--- src/rtl/timer_arb_pkg.sv ---
// -----------------------------------------------------------------------------
// timer_arb_pkg
//   Shared definitions for the shared-timer arbiter and its round-robin picker.
//   Contents:
//     NREQ_MAX    - largest requester count the arbiter is built for
//     arb_state_t - arbiter state encoding
//     wrap_inc    - modulo-n increment used for round-robin index arithmetic
// -----------------------------------------------------------------------------
package timer_arb_pkg;

  localparam int NREQ_MAX = 16;

  typedef enum logic [1:0] {
    ARB_IDLE,
    ARB_ARM,
    ARB_WAIT,
    ARB_RELEASE
  } arb_state_t;

  // (idx + 1) mod n, for idx already in 0..n-1.
  function automatic int wrap_inc(input int idx, input int n);
    return (idx + 1 >= n) ? 0 : idx + 1;
  endfunction

endpackage : timer_arb_pkg

--- src/rtl/timer_arbiter_rr_pick.sv ---
// -----------------------------------------------------------------------------
// rr_pick
//   Purely combinational round-robin picker. Searches req starting at index
//   ptr and moving upward, wrapping from NREQ-1 to 0; the first set bit wins.
//   Ports:
//     req    in  NREQ  request vector
//     ptr    in  IW    index the search starts at (highest priority)
//     onehot out NREQ  one-hot winner, all-zero when no request
//     idx    out IW    winner index, 0 when no request
//     valid  out 1     at least one request present
// -----------------------------------------------------------------------------
module rr_pick
  import timer_arb_pkg::*;
#(
  parameter int NREQ = 4,
  parameter int IW   = $clog2(NREQ)
) (
  input  logic [NREQ-1:0] req,
  input  logic [IW-1:0]   ptr,
  output logic [NREQ-1:0] onehot,
  output logic [IW-1:0]   idx,
  output logic            valid
);

  int            pos;
  logic [IW-1:0] pos_idx;

  always_comb begin
    // NOTE: every output and temporary gets a default before the search so
    // no path through the loop leaves a value held, which would infer a latch.
    onehot  = '0;
    idx     = '0;
    valid   = 1'b0;
    pos     = int'(ptr);
    pos_idx = ptr;
    for (int i = 0; i < NREQ; i++) begin
      pos_idx = IW'(pos);
      if (!valid && req[pos_idx]) begin
        onehot[pos_idx] = 1'b1;
        idx             = pos_idx;
        valid           = 1'b1;
      end
      pos = wrap_inc(pos, NREQ);
    end
  end

endmodule : rr_pick

--- src/rtl/timer_arbiter.sv ---
// -----------------------------------------------------------------------------
// timer_arbiter
//   Shares one start/ready delay timer among NREQ requesters. One requester is
//   granted at a time (round robin), the timer is started, the arbiter waits
//   for its ready flag, returns the timer to idle and pulses DONE to the owner.
//   The grant is non-preemptive: once the timer is started it always runs to
//   its end state, so a request withdrawn mid-grant still receives DONE.
//   Ports:
//     CLK        in  1     clock, rising edge
//     N_RESET    in  1     asynchronous active-low reset (shared with timer)
//     REQ        in  NREQ  level request per requester
//     GRANT      out NREQ  one-hot current owner, zero when idle
//     OWNER      out IW    index of current owner, zero when idle
//     BUSY       out 1     high in any state other than idle
//     DONE       out NREQ  one-cycle completion pulse to the owner
//     TMR_START  out 1     timer start strobe
//     TMR_RESET  out 1     timer return-to-idle strobe
//     TMR_READY  in  1     timer end-state flag
// -----------------------------------------------------------------------------
module timer_arbiter
  import timer_arb_pkg::*;
#(
  parameter int NREQ = 4
) (
  input  logic                    CLK,
  input  logic                    N_RESET,
  input  logic [NREQ-1:0]         REQ,
  output logic [NREQ-1:0]         GRANT,
  output logic [$clog2(NREQ)-1:0] OWNER,
  output logic                    BUSY,
  output logic [NREQ-1:0]         DONE,
  output logic                    TMR_START,
  output logic                    TMR_RESET,
  input  logic                    TMR_READY
);

  localparam int IW = $clog2(NREQ);

  arb_state_t      state;
  logic [IW-1:0]   ptr;
  logic [NREQ-1:0] grant_q;
  logic [IW-1:0]   owner_q;
  logic            busy_q;
  logic [NREQ-1:0] done_q;
  logic            start_q;
  logic            release_q;

  logic [NREQ-1:0] pick_onehot;
  logic [IW-1:0]   pick_idx;
  logic            pick_valid;

  rr_pick #(
    .NREQ (NREQ),
    .IW   (IW)
  ) u_pick (
    .req    (REQ),
    .ptr    (ptr),
    .onehot (pick_onehot),
    .idx    (pick_idx),
    .valid  (pick_valid)
  );

  // Single-process FSM; every output except the idle stale-clear is a
  // register loaded together with the state it belongs to.
  always_ff @(posedge CLK or negedge N_RESET) begin
    // NOTE: the reset is asynchronous so a mid-grant abort clears all outputs
    // at once, without waiting for a clock edge; no DONE is produced for it.
    if (!N_RESET) begin
      state     <= ARB_IDLE;
      ptr       <= '0;
      grant_q   <= '0;
      owner_q   <= '0;
      busy_q    <= 1'b0;
      done_q    <= '0;
      start_q   <= 1'b0;
      release_q <= 1'b0;
    end else begin
      // NOTE: state registers use non-blocking assignments so every branch
      // sees the pre-edge values regardless of statement order.
      case (state)
        ARB_IDLE: begin
          // A ready flag seen in idle is left over from an earlier run; the
          // timer must be cleared (combinational strobe below) before it can
          // be started again, so no grant is issued while it is high.
          if (!TMR_READY && pick_valid) begin
            grant_q <= pick_onehot;
            owner_q <= pick_idx;
            busy_q  <= 1'b1;
            start_q <= 1'b1;
            state   <= ARB_ARM;
          end
        end

        ARB_ARM: begin
          // Ready is not looked at here: the timer has only just been strobed.
          start_q <= 1'b0;
          state   <= ARB_WAIT;
        end

        ARB_WAIT: begin
          if (TMR_READY) begin
            done_q    <= grant_q;
            release_q <= 1'b1;
            state     <= ARB_RELEASE;
          end
        end

        ARB_RELEASE: begin
          done_q    <= '0;
          release_q <= 1'b0;
          grant_q   <= '0;
          owner_q   <= '0;
          busy_q    <= 1'b0;
          ptr       <= IW'(wrap_inc(int'(owner_q), NREQ));
          state     <= ARB_IDLE;
        end

        default: begin
          state <= ARB_IDLE;
        end
      endcase
    end
  end

  assign GRANT     = grant_q;
  assign OWNER     = owner_q;
  assign BUSY      = busy_q;
  assign DONE      = done_q;
  assign TMR_START = start_q;
  // The stale-clear is the only output with a combinational input path; it
  // is qualified by idle, where TMR_START is always low.
  assign TMR_RESET = release_q | ((state == ARB_IDLE) && TMR_READY);

endmodule : timer_arbiter

--- config.mk ---
export PLATFORM = sky130hd
export DESIGN_NAME = timer_arbiter
export DESIGN_NICKNAME = d
export VERILOG_FILES = /design/src/rtl/timer_arb_pkg.sv /design/src/rtl/timer_arbiter_rr_pick.sv /design/src/rtl/timer_arbiter.sv
export SDC_FILE = /design/constraint.sdc
export NUM_CORES = 1
export LEC_CHECK = 0
export ABC_AREA = 1
export BUFFER_PORTS_ARGS = -buffer_cell sky130_fd_sc_hd__buf_2
export CORE_ASPECT_RATIO = 0.7
export CORE_UTILIZATION = 50
export CTS_CLUSTER_DIAMETER = 200
export DETAILED_ROUTE_END_ITERATION = 6
export GPL_TIMING_DRIVEN = 0
export HOLD_SLACK_MARGIN = 0.05
export PLACE_DENSITY = 0.74
export SLEW_MARGIN = 20
export SYNTH_ARGS = -nofsm -noshare
export SYNTH_HDL_FRONTEND = slang
export SYNTH_SLANG_ARGS = --single-unit
export TNS_END_PERCENT = 1
--- constraint.sdc ---
create_clock -name CLK -period 5.55 [get_ports CLK]
set_input_delay 0.555 -clock CLK [delete_from_list [all_inputs] [get_ports CLK]]
set_output_delay 0.555 -clock CLK [all_outputs]
set_load 0.1 [all_outputs]
==> results by group, run 1 <==
Clocking
  – Hold-fix buffers at CTS: 0
  – Setup bufs post-CTS: 0
  – CTS tree: built
  – CTS sink count: 17
  – Clk_lat worst skew: 0.25 ns
  – Post-CTS Resized: 0
  – Clock Pin Slew Worst Setup and Hold Paths: 0.07 ns
  – CTS Buf Count: 3
  – Root Driver: clkbuf_8
  – Longest Clk Path Bufs: 2
  – H-tree depth: 1

Synthesis
  – Main combinational cell family by area after synthesis: simple AND/OR/NAND/NOR gates
  – Synth Area in Adders: 9.95%
  – Sequential share of the synthesized area: 30.8%
  – Mux share of post-synthesis cell area: 0%
  – Flops & latches, synth: 17
  – Post-Synth XOR/XNOR Area: 0%
  – Simple-Gate Fraction of Synth Area: 45.7%
  – Cell variety after synth: 23
  – Compound-Gate Fraction of Synth Area: 6.79%
  – EDFF count, synth: 0
  – Post-Syn Area: 1380 sq um
  – Syn_nets: 226
  – Share of synthesized registers carrying an async set or reset: 100%
  – Top FF cell, synth: dfrtp_1
  – Average size of a mapped cell: 6.65 sq um
  – Synth Warn #: 0
  – Gate Count Post-Synth: 208

Setup path
  – CP Capture Type: flop
  – Most used cell, CP: nand2_1
  – Slowest stage delay, CP: 0.56 ns
  – CP required: 5.69 ns
  – Cells along the critical path: inv_2, ha_1, o21ai_1, inv_1, nand3_1, nand2_1, nor2_2, nand2_2, nand3_4, nand2_1, and2_1
  – CP Launch Type: flop
  – Worst Path Max Fanout: 10
  – Crit Path Class: flop to flop
  – CP arrival: 2.46 ns
  – Worst path slowest cell: dfrtp_1

Global routing
  – All-layer global routing usage: 25.8%
  – Overflow after GRT: 0
  – Antenna violations before repair: 0
  – Vias in the first global route: 1281
  – Largest net degree at the start of global routing: 18
  – Global-route wire length before repair: 5750 um

Drt
  – DR pass1 iterations: 4
  – Via count: 1450
  – Vias per cell: 5.47
  – Wire per inst: 12.7 um
  – ANT nets after route: 0
  – Residual DRC: 0
  – Final WL: 3380 um
  – Initial DRC Count: 162

Die
  – Total die area: 2980 sq um
  – Num rows: 15
  – Core ar.: 2530 sq um
  – Initial Util: 54.6%
  – Die width: 64.9 um
  – Die H: 46.0 um
  – Ports: 20

Cells and area
  – Final #Nets: 250
  – Area grow syn2layout: 13.3%
  – Layout cells sized above 1: 17.3%
  – Fillers: 227
  – N_diodes: 0

STA
  – Unrepaired setup endpoints after global routing: no
  – Fmax: 431 MHz
  – Final hold vios: 0
  – Fin crit share: 41.8%
  – Setup TNS: 0 ns
  – Final Critical Period: 2.32 ns
  – Slew Viols, Final: 0
  – Setup violators final: 0
  – Worst rel slew slack: 67.5%
  – Slew @ Worst Pin: 0.491 ns
  – Clock Skews: 0.00826 ns

Hold path
  – Worst hold path class: input port to async pin

Flow run
  – Max_cap viols: 0

Placement
  – Post-detail-place hpwl: 2700 um
  – Count of input and output buffers: 19
  – Final GP Congestion: 0.961

Status
  – Status: complete, no violations
final timing paths:
check | from | to | slack, ns | depth (start not counted)
worst max-delay path | ptr[0] | TMR_START | 3.23 | 11
worst min-delay path | N_RESET | DONE[1] | 0.21 | 1
worst max register to register | ptr[0] | TMR_START | 3.23 | 11
worst min register to register | BUSY | BUSY | 0.49 | 2
max in group asynchronous | N_RESET | state[1] | 5.05 | 1
min in group CLK | BUSY | BUSY | 0.49 | 2
state kept, by name (all words and copies together), names as in the netlist:
register / count
OWNER: 2
BUSY: 1
TMR_START: 1
state: 2
GRANT: 4
release_q: 1
ptr: 2
DONE: 4
stage by stage:
stage / area (sq um) / setup WS (ns) / utilization, % / hold WS, ns / instances
3_3_place_gp: 1520 / 3.31 / 60.0 / 0.482 / 261
5_1_grt: 1570 / 2.98 / 61.8 / 0.229 / 265
4_1_cts: 1570 / 3.25 / 61.8 / 0.224 / 265
6_report: 1570 / 3.23 / 61.8 / 0.212 / 265
2_1_floorplan: 1380 / 2.09 / - / 0.259 / 208
3_5_place_dp: 1520 / 3.27 / 60.0 / 0.483 / 261
placed cells by master, fill, tap and decap left out:
| cell | n |
|---|---|
| o21ai_2 | 1 |
| nor2_2 | 2 |
| ha_1 | 11 |
| nand3_4 | 1 |
| dfrtp_1 | 17 |
| o21ai_0 | 8 |
| o21a_1 | 1 |
| buf_2 | 19 |
| nand4_1 | 1 |
| clkbuf_1 | 1 |
| or2_2 | 1 |
| nand3_2 | 2 |
| a21oi_1 | 4 |
| nand2_2 | 3 |
| nor2_4 | 2 |
| nand3_1 | 30 |
| and2_1 | 1 |
| clkbuf_8 | 3 |
| nand2_1 | 86 |
| nor2_1 | 7 |
| inv_1 | 21 |
| o21ai_1 | 2 |
| o31ai_1 | 1 |
| inv_2 | 3 |
| clkinv_2 | 1 |
| nand2_4 | 2 |
critical path, delay by kind of cell, from the launching register on:
| kind | cells | cell delay (ns) |
|---|---|---|
| adders and majority gates | 1 | 0.30 |
| DFF | 1 | 0.56 |
| and+or+nand+nor | 7 | 0.81 |
| buffers and inverters | 2 | 0.28 |
| AOI/OAI and AO/OA | 1 | 0.24 |
cell type report:
class	count	area, sq um	share of cell area, %
well taps	34	42.5	2.72
inverters	24	90.1	5.75
plain buffers	1	3.75	0.240
clock buffers	3	41.3	2.64
clock inverters	1	5.00	0.319
multi-input cells	166	863	55.1
repair buffers	19	95.1	6.07
flip-flops and latches	17	425	27.2
synth_stat cells (2+ instances only):
library cell	n	share of area [%]
a21oi_1	4	1.4
nand3_1	30	11
inv_2	3	0.81
nor2_1	7	1.9
dfrtp_1	17	31
nor2_2	2	0.90
inv_1	21	5.7
ha_1	11	10
nand3_2	2	1.4
o21ai_1	2	0.72
nand2_2	3	1.4
nand2_4	2	1.6
nor2_4	2	1.6
o21ai_0	8	2.9
nand2_1	86	23
cell families after synthesis:
family                     after synthesis
buffers and inverters                   25
AOI/OAI and AO/OA                       17
and+or+nand+nor                        138
DFF                                     17
adders and majority gates               11
metal layers:
layer	part of all wire [%]	track usage [%]	routed length [um]	up-vias
met2	47	42.9	1600	59
met1	44	35.4	1490	678
met5	0	0	0	-
met4	0.30	3.56	10	0
met3	8.0	5.50	271	2
li1	-	-	-	711
Power of run 1 is left out: the tool's default activity adds up to more than one toggle a clock period on the data nets, which glitch-free logic cannot reach.
==> run 2, diff against run 1 <==
==> constraint.sdc (replaced) <==
create_clock -name CLK -period 2.4 [get_ports CLK]
set_input_delay 0.24 -clock CLK [delete_from_list [all_inputs] [get_ports CLK]]
set_output_delay 0.24 -clock CLK [all_outputs]
set_load 0.1 [all_outputs]
==> run 2 against run 1 <==
Effect of this change: first-iteration DRC count shrank 31%; die area is the same; count of clock-buffer cells in the layout is the same; largest cell class unchanged; maximum frequency grew 3.9%; utilization grew 0.69 points; critical path type unchanged; critical path depth grew 1; highest routed layer unchanged; global-route usage shrank 2.2 points.
==> results by group, run 2 (same netlist as run 1, synthesis figures left out) <==
Placement
  – Count of input and output buffers: 19 (unchanged)
  – Final GP Congestion: 0.961 (about the same)
  – Post-detail-place hpwl: 2570 um (-5.0%)
  – Placed Cells incl. Taps: 261 (unchanged)

Cells and area
  – Area grow syn2layout: 14.6%
  – Layout cells sized above 1: 18.5% (+1.2 points)
  – N_diodes: 0 (unchanged)
  – Fin cells: 266 (+0.38%)
  – Most frequent cells in the layout: 86 x nand2_1, 30 x nand3_1, 21 x inv_1
  – Most common cell after layout, fill and taps aside: nand2_1
  – Final #Nets: 251 (+0.40%)

Hold path
  – Worst hold path class: input port to flop

Global routing
  – Vias in the first global route: 1170 (-8.7%)
  – Overflow after GRT: 0 (unchanged)
  – Antenna violations before repair: 0 (unchanged)
  – All-layer global routing usage: 23.6% (-2.2 points)
  – Largest net degree at the start of global routing: 18 (unchanged)
  – Global-route wire length before repair: 5180 um (-10%)

Drt
  – Wire per inst: 12.2 um (-3.9%)
  – Residual DRC: 0 (unchanged)
  – Final WL: 3260 um (-3.5%)
  – Via count: 1430 (-1.4%)
  – DR pass1 iterations: 4 (unchanged)
  – Initial DRC Count: 111 (-31%)
  – Vias per cell: 5.38 (-1.8%)
  – ANT nets after route: 0 (unchanged)

Setup path
  – Slowest stage delay, CP: 0.49 ns (-0.07 ns)
  – Worst Path Max Fanout: 10 (unchanged)
  – R2R setup slack: 0.17 ns (-3.06 ns)
  – Crit Path Class: flop to flop
  – Worst path slowest cell: dfrtp_2
  – CP Launch Type: flop
  – CP required: 2.60 ns (-3.09 ns)
  – Cells along the critical path: ha_1, nor2_1, nand2_1, nand3_1, nand2_1, nor2_2, nand2_1, nor2_4, nand2_1, nand2_1, nand2_1, nand2_1
  – CP Capture Type: flop
  – CP arrival: 2.43 ns (-0.03 ns)
  – Most used cell, CP: nand2_1

Clocking
  – H-tree depth: 1 (unchanged)
  – Clock Pin Slew Worst Setup and Hold Paths: 0.07 ns (about the same)
  – Root Driver: clkbuf_8
  – Clk_lat worst skew: 0.26 ns (about the same)
  – Longest Clk Path Bufs: 2 (unchanged)
  – CTS sink count: 17 (unchanged)
  – Setup bufs post-CTS: 0 (unchanged)
  – CTS tree: built
  – CTS Buf Count: 3 (unchanged)

Die
  – Ports: 20 (unchanged)
  – Num rows: 15 (unchanged)
  – Total die area: 2980 sq um (unchanged)
  – Initial Util: 54.6% (unchanged)
  – Core ar.: 2530 sq um (unchanged)
  – Die width: 64.9 um (unchanged)
  – Die H: 46.0 um (unchanged)

STA
  – Clock Skews: 0.00676 ns (-0.00150 ns)
  – Fin crit share: 92.9% (+51 points)
  – Slew Viols, Final: 0 (unchanged)
  – Unrepaired setup endpoints after global routing: no
  – Final Critical Period: 2.23 ns (-0.0876 ns)
  – Setup violators final: 0 (unchanged)
  – Final hold vios: 0 (unchanged)
  – Worst rel slew slack: 67.6% (about the same)
  – Setup TNS: 0 ns (unchanged)
  – Fmax: 448 MHz (+3.9%)
  – Slew @ Worst Pin: 0.490 ns (-0.000688 ns)

Flow run
  – Max_cap viols: 0 (unchanged)

Status
  – Status: complete, no violations
==> run 2: final cells by class <==
class / instances / area (sq um)
Fill cell: 235 / 950
Buffer: 1 / 3.75
Clock inverter: 1 / 5.00
Tap cell: 34 / 42.5
Clock buffer: 3 / 41.3
Sequential cell: 17 / 427
Timing Repair Buffer: 20 / 105
Inverter: 24 / 90.1
Multi-Input combinational cell: 166 / 870
==> run 2: critical path: cells and delay by family, from the launching register on <==
family                   cells  cell delay, ns
adder cells (fa/ha/maj)      1            0.31
flip-flops                   1            0.49
AND/OR/NAND/NOR             11            1.36
==> run 2: worst paths after layout <==
path | from | end | cells after the start
max | ptr[0] | GRANT[2] | 12
min | TMR_READY | BUSY | 4
max reg2reg | ptr[0] | GRANT[2] | 12
min reg2reg | BUSY | BUSY | 2
max in group asynchronous | N_RESET | ptr[0] | 2
min in group asynchronous | N_RESET | GRANT[2] | 2
==> run 2: repair_timing <==
action / in CTS / in global routing
setup endpoints to repair: 0 / 10
endpoints found under the hold margin: 17 / 0
gates resized for setup: 0 / 3
hold buffers: 1 / 0
==> run 2: per-layer routing <==
layer  routed length, um  GRT usage (%)  vias to the layer above
met5                   0              0                        -
met4                  14           6.22                        0
li1                    -              -                      709
met2                1510           37.3                       54
met1                1520           32.5                      663
met3                 213           5.75                        4
==> run 2: metrics by stage <==
stage	instance area, sq um	setup slack, ns	utilization, %	hold slack [ns]
5_1_grt	1580	0.000631	62.5	0.381
3_3_place_gp	1520	0.163	60.0	0.169
2_1_floorplan	1380	0.0117	-	-0.0556
6_report	1580	0.170	62.5	0.373
4_1_cts	1580	0.0993	62.2	0.372
3_5_place_dp	1520	0.123	60.0	0.180
Power of run 2 is left out for the same reason.
